[src/rtl/wb_arb_pkg.sv]
// rtl/wb_arb_pkg.sv - shared states, defaults and round-robin pick for wb_master_arbiter
package wb_arb_pkg;

    localparam int MAX_MASTERS     = 4;
    localparam int ADDR_WIDTH_DEF  = 10;
    localparam int DATA_WIDTH_DEF  = 32;
    localparam int SEL_WIDTH_DEF   = 4;
    localparam int TIMEOUT_DEF     = 256;

    typedef logic [1:0] arb_state_e;
    localparam arb_state_e IDLE  = 2'd0;
    localparam arb_state_e BUSY  = 2'd1;
    localparam arb_state_e ABORT = 2'd2;

    // First requester at or after ptr, wrapping modulo n; returns one-hot (0 if none)
    function automatic logic [MAX_MASTERS-1:0] rr_pick(input logic [MAX_MASTERS-1:0] req,
                                                       input logic [1:0] ptr,
                                                       input int n);
        logic [MAX_MASTERS-1:0] g;
        logic found;
        int idx;
        g     = '0;
        found = 1'b0;
        for (int i = 0; i < MAX_MASTERS; i++) begin
            if (i < n) begin
                idx = (int'(ptr) + i) % n;
                if (!found && req[idx[1:0]]) begin
                    g[idx[1:0]] = 1'b1;
                    found       = 1'b1;
                end
            end
        end
        return g;
    endfunction

endpackage

[src/rtl/wb_arb_watchdog.sv]
// rtl/wb_arb_watchdog.sv - stall counter that flags a hung Wishbone strobe
module wb_arb_watchdog #(
    parameter int TIMEOUT_CYCLES = 256
) (
    input  logic clk,
    input  logic rst_n,
    input  logic enable,
    input  logic clear,
    output logic expire
);

    localparam int CW = (TIMEOUT_CYCLES > 2) ? $clog2(TIMEOUT_CYCLES) : 1;

    logic [CW-1:0] count;

    assign expire = enable && !clear && (count == CW'(TIMEOUT_CYCLES - 1));

    always_ff @(posedge clk or negedge rst_n) begin
        if (!rst_n) begin
            count <= '0;
        end else if (clear || !enable || expire) begin
            count <= '0;
        end else begin
            count <= count + 1'b1;
        end
    end

endmodule

[src/rtl/wb_master_arbiter.sv]
// rtl/wb_master_arbiter.sv - round-robin Wishbone master arbiter with watchdog abort
// Optional owner lock (m_lock_i) enabled by defining WB_ARB_LOCK_EN.
module wb_master_arbiter
    import wb_arb_pkg::*;
#(
    parameter int NUM_MASTERS    = 2,
    parameter int ADDR_WIDTH     = ADDR_WIDTH_DEF,
    parameter int DATA_WIDTH     = DATA_WIDTH_DEF,
    parameter int SEL_WIDTH      = SEL_WIDTH_DEF,
    parameter int TIMEOUT_CYCLES = TIMEOUT_DEF
) (
    input  logic                              wb_clk_i,
    input  logic                              wb_rst_n_i,
    input  logic [NUM_MASTERS-1:0]            m_cyc_i,
    input  logic [NUM_MASTERS-1:0]            m_stb_i,
    input  logic [NUM_MASTERS-1:0]            m_we_i,
`ifdef WB_ARB_LOCK_EN
    input  logic [NUM_MASTERS-1:0]            m_lock_i,
`endif
    input  logic [NUM_MASTERS*ADDR_WIDTH-1:0] m_adr_i,
    input  logic [NUM_MASTERS*SEL_WIDTH-1:0]  m_sel_i,
    input  logic [NUM_MASTERS*DATA_WIDTH-1:0] m_dat_i,
    output logic [DATA_WIDTH-1:0]             m_dat_o,
    output logic [NUM_MASTERS-1:0]            m_ack_o,
    output logic [NUM_MASTERS-1:0]            m_err_o,
    output logic                              s_cyc_o,
    output logic                              s_stb_o,
    output logic                              s_we_o,
    output logic [ADDR_WIDTH-1:0]             s_adr_o,
    output logic [SEL_WIDTH-1:0]              s_sel_o,
    output logic [DATA_WIDTH-1:0]             s_dat_o,
    input  logic [DATA_WIDTH-1:0]             s_dat_i,
    input  logic                              s_ack_i,
    input  logic                              s_err_i,
    output logic [NUM_MASTERS-1:0]            grant_o
);

    localparam int IW = $clog2(NUM_MASTERS);

    arb_state_e             state;
    logic [NUM_MASTERS-1:0] grant;
    logic [IW-1:0]          gidx;
    logic [IW-1:0]          ptr;
    logic [IW-1:0]          nxt_ptr;
    logic [IW-1:0]          pick_idx;
    logic [MAX_MASTERS-1:0] req4;
    logic [MAX_MASTERS-1:0] pick;
    logic                   owner_cyc;
    logic                   owner_stb;
    logic                   owner_lock;
    logic                   busy;
    logic                   wd_enable;
    logic                   wd_expire;

    assign busy      = (state == BUSY);
    assign owner_cyc = m_cyc_i[gidx];
    assign owner_stb = m_stb_i[gidx];
    assign grant_o   = grant;
    assign nxt_ptr   = (int'(gidx) == NUM_MASTERS - 1) ? '0 : gidx + 1'b1;

`ifdef WB_ARB_LOCK_EN
    assign owner_lock = m_lock_i[gidx];
`else
    assign owner_lock = 1'b0;
`endif

    always_comb begin
        req4                  = '0;
        req4[NUM_MASTERS-1:0] = m_cyc_i;
        pick                  = rr_pick(req4, 2'(ptr), NUM_MASTERS);
        pick_idx              = '0;
        for (int i = 0; i < NUM_MASTERS; i++) begin
            if (pick[i]) pick_idx = IW'(i);
        end
    end

    // Raw owner strobe feeds the watchdog so the forced-low slave outputs cannot loop back
    assign wd_enable = busy && owner_cyc && owner_stb && !s_ack_i && !s_err_i;

    wb_arb_watchdog #(
        .TIMEOUT_CYCLES(TIMEOUT_CYCLES)
    ) u_watchdog (
        .clk   (wb_clk_i),
        .rst_n (wb_rst_n_i),
        .enable(wd_enable),
        .clear (!wd_enable),
        .expire(wd_expire)
    );

    always_comb begin
        s_cyc_o = 1'b0;
        s_stb_o = 1'b0;
        s_we_o  = 1'b0;
        s_adr_o = '0;
        s_sel_o = '0;
        s_dat_o = '0;
        if (busy && !wd_expire) begin
            s_cyc_o = owner_cyc;
            s_stb_o = owner_cyc && owner_stb;
            s_we_o  = m_we_i[gidx];
            s_adr_o = m_adr_i[int'(gidx)*ADDR_WIDTH +: ADDR_WIDTH];
            s_sel_o = m_sel_i[int'(gidx)*SEL_WIDTH +: SEL_WIDTH];
            s_dat_o = m_dat_i[int'(gidx)*DATA_WIDTH +: DATA_WIDTH];
        end
    end

    assign m_ack_o = busy ? (grant & {NUM_MASTERS{s_ack_i}}) : '0;
    assign m_err_o = busy ? (grant & {NUM_MASTERS{s_err_i | wd_expire}}) : '0;
    assign m_dat_o = busy ? s_dat_i : '0;

    always_ff @(posedge wb_clk_i or negedge wb_rst_n_i) begin
        if (!wb_rst_n_i) begin
            state <= IDLE;
            grant <= '0;
            gidx  <= '0;
            ptr   <= '0;
        end else begin
            case (state)
                IDLE: begin
                    if (|m_cyc_i) begin
                        grant <= pick[NUM_MASTERS-1:0];
                        gidx  <= pick_idx;
                        state <= BUSY;
                    end
                end
                BUSY: begin
                    if (wd_expire) begin
                        state <= ABORT;
                    end else if (!owner_cyc && !owner_lock) begin
                        state <= IDLE;
                        grant <= '0;
                        ptr   <= nxt_ptr;
                    end
                end
                ABORT: begin
                    if (!owner_cyc) begin
                        state <= IDLE;
                        grant <= '0;
                        ptr   <= nxt_ptr;
                    end
                end
                default: begin
                    state <= IDLE;
                    grant <= '0;
                end
            endcase
        end
    end

endmodule
[config.mk]
export PLATFORM = sky130hd
export DESIGN_NAME = wb_master_arbiter
export DESIGN_NICKNAME = d
export VERILOG_FILES = /design/src/rtl/wb_arb_pkg.sv /design/src/rtl/wb_arb_watchdog.sv /design/src/rtl/wb_master_arbiter.sv
export SDC_FILE = /design/constraint.sdc
export NUM_CORES = 1
export LEC_CHECK = 0
export CAP_MARGIN = 5
export CORE_AREA = 3 3 85 87
export CTS_CLUSTER_SIZE = 28
export DETAILED_ROUTE_END_ITERATION = 16
export DIE_AREA = 0 0 88 90
export GPL_TIMING_DRIVEN = 0
export MAX_ROUTING_LAYER = met4
export PLACE_DENSITY_LB_ADDON = 0.08
export SYNTH_ARGS = -nofsm -noshare
export SYNTH_HDL_FRONTEND = slang
export SYNTH_SLANG_ARGS = --single-unit
[constraint.sdc]
create_clock -name wb_clk_i -period 4.2 [get_ports wb_clk_i]
set_clock_uncertainty 0.1 [all_clocks]
set_input_delay 0.63 -clock wb_clk_i [delete_from_list [all_inputs] [get_ports wb_clk_i]]
set_output_delay 0.63 -clock wb_clk_i [all_outputs]
set_load 0.02 [all_outputs]
==> metrics.yaml <==
run_status:
  outcome: "complete, no violations"
setup_path:
  r2r_end: "grant_o[1]"
  worstPathMaxFanout: 10
  r2r_cells: 7
  crit_slowest_cell: "clkdlybuf4s50_1"
  crit_start: "m_cyc_i[0]"
  crit_arrival_ps: 3130
  required_ps: 3470
  setup.worst_path.class: "in -> out"
  timing.rr.start: "state[1]"
  regToRegSetupSlack_ps: 2230
  worstSetupStartpointType: "input pin"
  max_stage_delay_ps: 640
  cp-end-kind: "output port"
  path_cells: "clkdlybuf4s50_1, nand3b_4, a2111oi_4, nand2_2, nand2_2, buf_6, buf_6, nor2_1, clkdlybuf4s50_1"
min_path:
  whs_path_depth: 1
  min_path_type: "reg -> reg"
  min_to: "u_watchdog.count[0]"
  min_from: "u_watchdog.count[0]"
route:
  vias_per_cell: 4.53
  drc: 0
  wl_met1_um: 3060
  drt-pass1-iter-count: 4
  drtIter0Drc: 59
  wl_met3_um: 644
  routed.top_layer: "met4"
  avgRoutedWirePerCell_um: 15.8
  wl_met2_um: 4650
  drt_wl_total_um: 8420
  num_vias: 2417
  ant_nets: 0
pwr:
  clkPwrFrac: 0.059
  p_int_uw: 1170
  pwr-share-comb: 0.860
  switchingPower_uw: 1040
  peakVddDrop_uv: 308
  p_sw_frac: 0.470
  power_density_nw_per_um2: 536
  p_leak_uw: 0.00174
  power_frac_seq: 0.082
global_route:
  grt_usage: 0.211
  antenna_found_initial: 0
  grt_max_degree: 15
  overflow: 0
  grt_pass1_vias: 2454
  grt_pass1_wl_um: 12700
die:
  core_um2: 6420
  fp.dieH_um: 90
  die_w_um: 88
  die_area_um2: 7920
  top_level_ports: 221
  start_util: 0.276
  core.rowCount: 29
cells_and_area:
  design_area_um2: 4120
  fillCellCount: 603
  multi_input_area_um2: 1330
  antenna_cells: 0
  nNetsFinal: 596
  regArea_um2: 350
  final_cells: 533
  area_growth_pct: 132
  layout-drive-gt1-share: 0.0351
sta:
  fmax_ghz: 0.259
  setup_viol: 0
  worst_pin_slew_ps: 706
  fin_crit_ps: 3860
  rsz0062_at_grt: "false"
  slew_viol_final: 0
  min_period_over_period: 0.919
  final-hold-violation-count: 0
  fin_setup_tns_ps: 0
  timing.slew.headroom: 0.530
clock_tree:
  cts_sinks: 14
  cts.path.max_buffers: 2
  clk_latency_ps: 240
  cts_resized: 0
  post_cts_buffers: 0
  cts.reportedPaths.clkPinSlew_ps: 50
  cts_hold_buf: 0
  cts_tree: "yes"
  cts_root_buf: "clkbuf_8"
  cts_buffers: 3
  htreeDepth: 1
synthesis:
  avgSynthCellArea_um2: 7.61
  yosysWarnings: 0
  synth_fp_nets: 372
  yosysTopAreaCell: "mux2i_1"
  synth_cell_type_count: 32
  synth.top_cell.area_share: 0.282
  synth.area.top_cells: "mux2i_1 28%, dfrtp_1 20%, nor2_1 13%"
  synth-seq-cells: 14
  synth_area_um2: 1770
  ys_seq_area_frac: 0.198
  synthCells: 233
job:
  maxCapViolCount: 0
place:
  place_area_um2: 4060
  dp_hpwl_um: 7440
  dp.cells: 529
  routabilityCongestion: 0.809
  port_buffers: 219
==> worst max-delay path, delay by kind of cell <==
family / cells / cell delay [ps]
buf+inv: 4 / 1490
compound gates: 1 / 510
simple gates: 4 / 490
==> layout by cell type (no fill, tap or decap), types with 5 or more instances in the layout <==
cell / netlist / routed
dfrtp_1: 14 / 14
mux2i_1: 50 / 50
clkbuf_1: 7 / 7
clkdlybuf4s50_1: 0 / 219
and2_1: 32 / 32
nand3_1: 5 / 5
nor2_1: 61 / 61
ha_1: 5 / 5
a21oi_1: 5 / 5
nand2_1: 10 / 10
==> metrics by stage <==
step / util / hold slack [ps] / setup slack, ps / total power (uW)
floorplan: - / 234 / 1570 / 1230
global placement: 0.632 / 374 / 333 / 2090
detailed placement: 0.632 / 374 / 326 / 2100
CTS: 0.641 / 382 / 323 / 2240
global route: 0.641 / 426 / 189 / 2350
finish: 0.641 / 381 / 338 / 2210
==> worst max path at each step <==
stage,endpoint,slack (ps),cells after the start
floorplan,s_dat_o[21],1570,8
global placement,s_dat_o[30],330,9
detailed placement,s_dat_o[30],330,9
CTS,s_dat_o[30],320,9
global route,s_dat_o[30],190,9
finish,s_dat_o[30],340,9
==> registers in the layout, indices dropped and copies added, names as in the netlist <==
signal and count:
gidx 1, grant_o 2, ptr 1, state 2
u_watchdog.count 8
==> power by group through the flow <==
stage	Clock, uW	Sequential, uW	Combinational, uW
3_3_place_gp	0	181	1910
3_5_place_dp	0	183	1920
6_report	129	180	1900
5_1_grt	137	184	2030
4_1_cts	132	180	1930
2_1_floorplan	0	187	1040
==> cell type report <==
class / count / share of cell area
inverters: 4 / 0.00365
flip-flops and latches: 14 / 0.0851
clock buffers: 4 / 0.0134
well taps: 77 / 0.0234
repair buffers: 219 / 0.533
multi-input cells: 199 / 0.322
plain buffers: 16 / 0.0198
==> cell usage after synthesis <==
cell type  instances
a21boi_0           1
nand3b_1           1
xnor2_1            2
dfrtp_1           14
o41ai_1            1
buf_1              2
clkbuf_1           7
nor3b_1            2
clkbuf_2           1
nand3b_4           1
o21ai_0            3
xor2_1             3
nor2_1            61
nand2_1           10
nand2b_1           1
and3_1             4
nor3_1             3
a22oi_1            1
nand2_2            2
a21oi_2            1
nand3_1            5
inv_1              4
a21oi_1            5
o31ai_1            1
or3_1              1
buf_2              4
a2111oi_4          1
buf_6              2
mux2i_1           50
ha_1               5
and2_1            32
nor2b_1            2
==> metal layers <==
| layer | vias to the layer above | global-route usage |
|---|---|---|
| met3 | 6 | 0.0484 |
| met1 | 1080 | 0.219 |
| met5 | - | - |
| met2 | 109 | 0.399 |
| met4 | 0 | 0.0332 |
| li1 | 1222 | - |
==> kinds of logic (layout without fill, tap and decap cells) <==
| family | after synthesis | in the layout | synth area share |
|---|---|---|---|
| AO/OA/AOI/OAI | 14 | 14 | 0.0607 |
| XOR/XNOR | 5 | 5 | 0.0247 |
| adder cells (fa/ha/maj) | 5 | 5 | 0.0353 |
| buffers and inverters | 20 | 243 | 0.0543 |
| flip-flops | 14 | 14 | 0.198 |
| multiplexers | 50 | 50 | 0.282 |
| AND/OR/NAND/NOR | 125 | 125 | 0.345 |
Power figures use the tool's default switching activity.
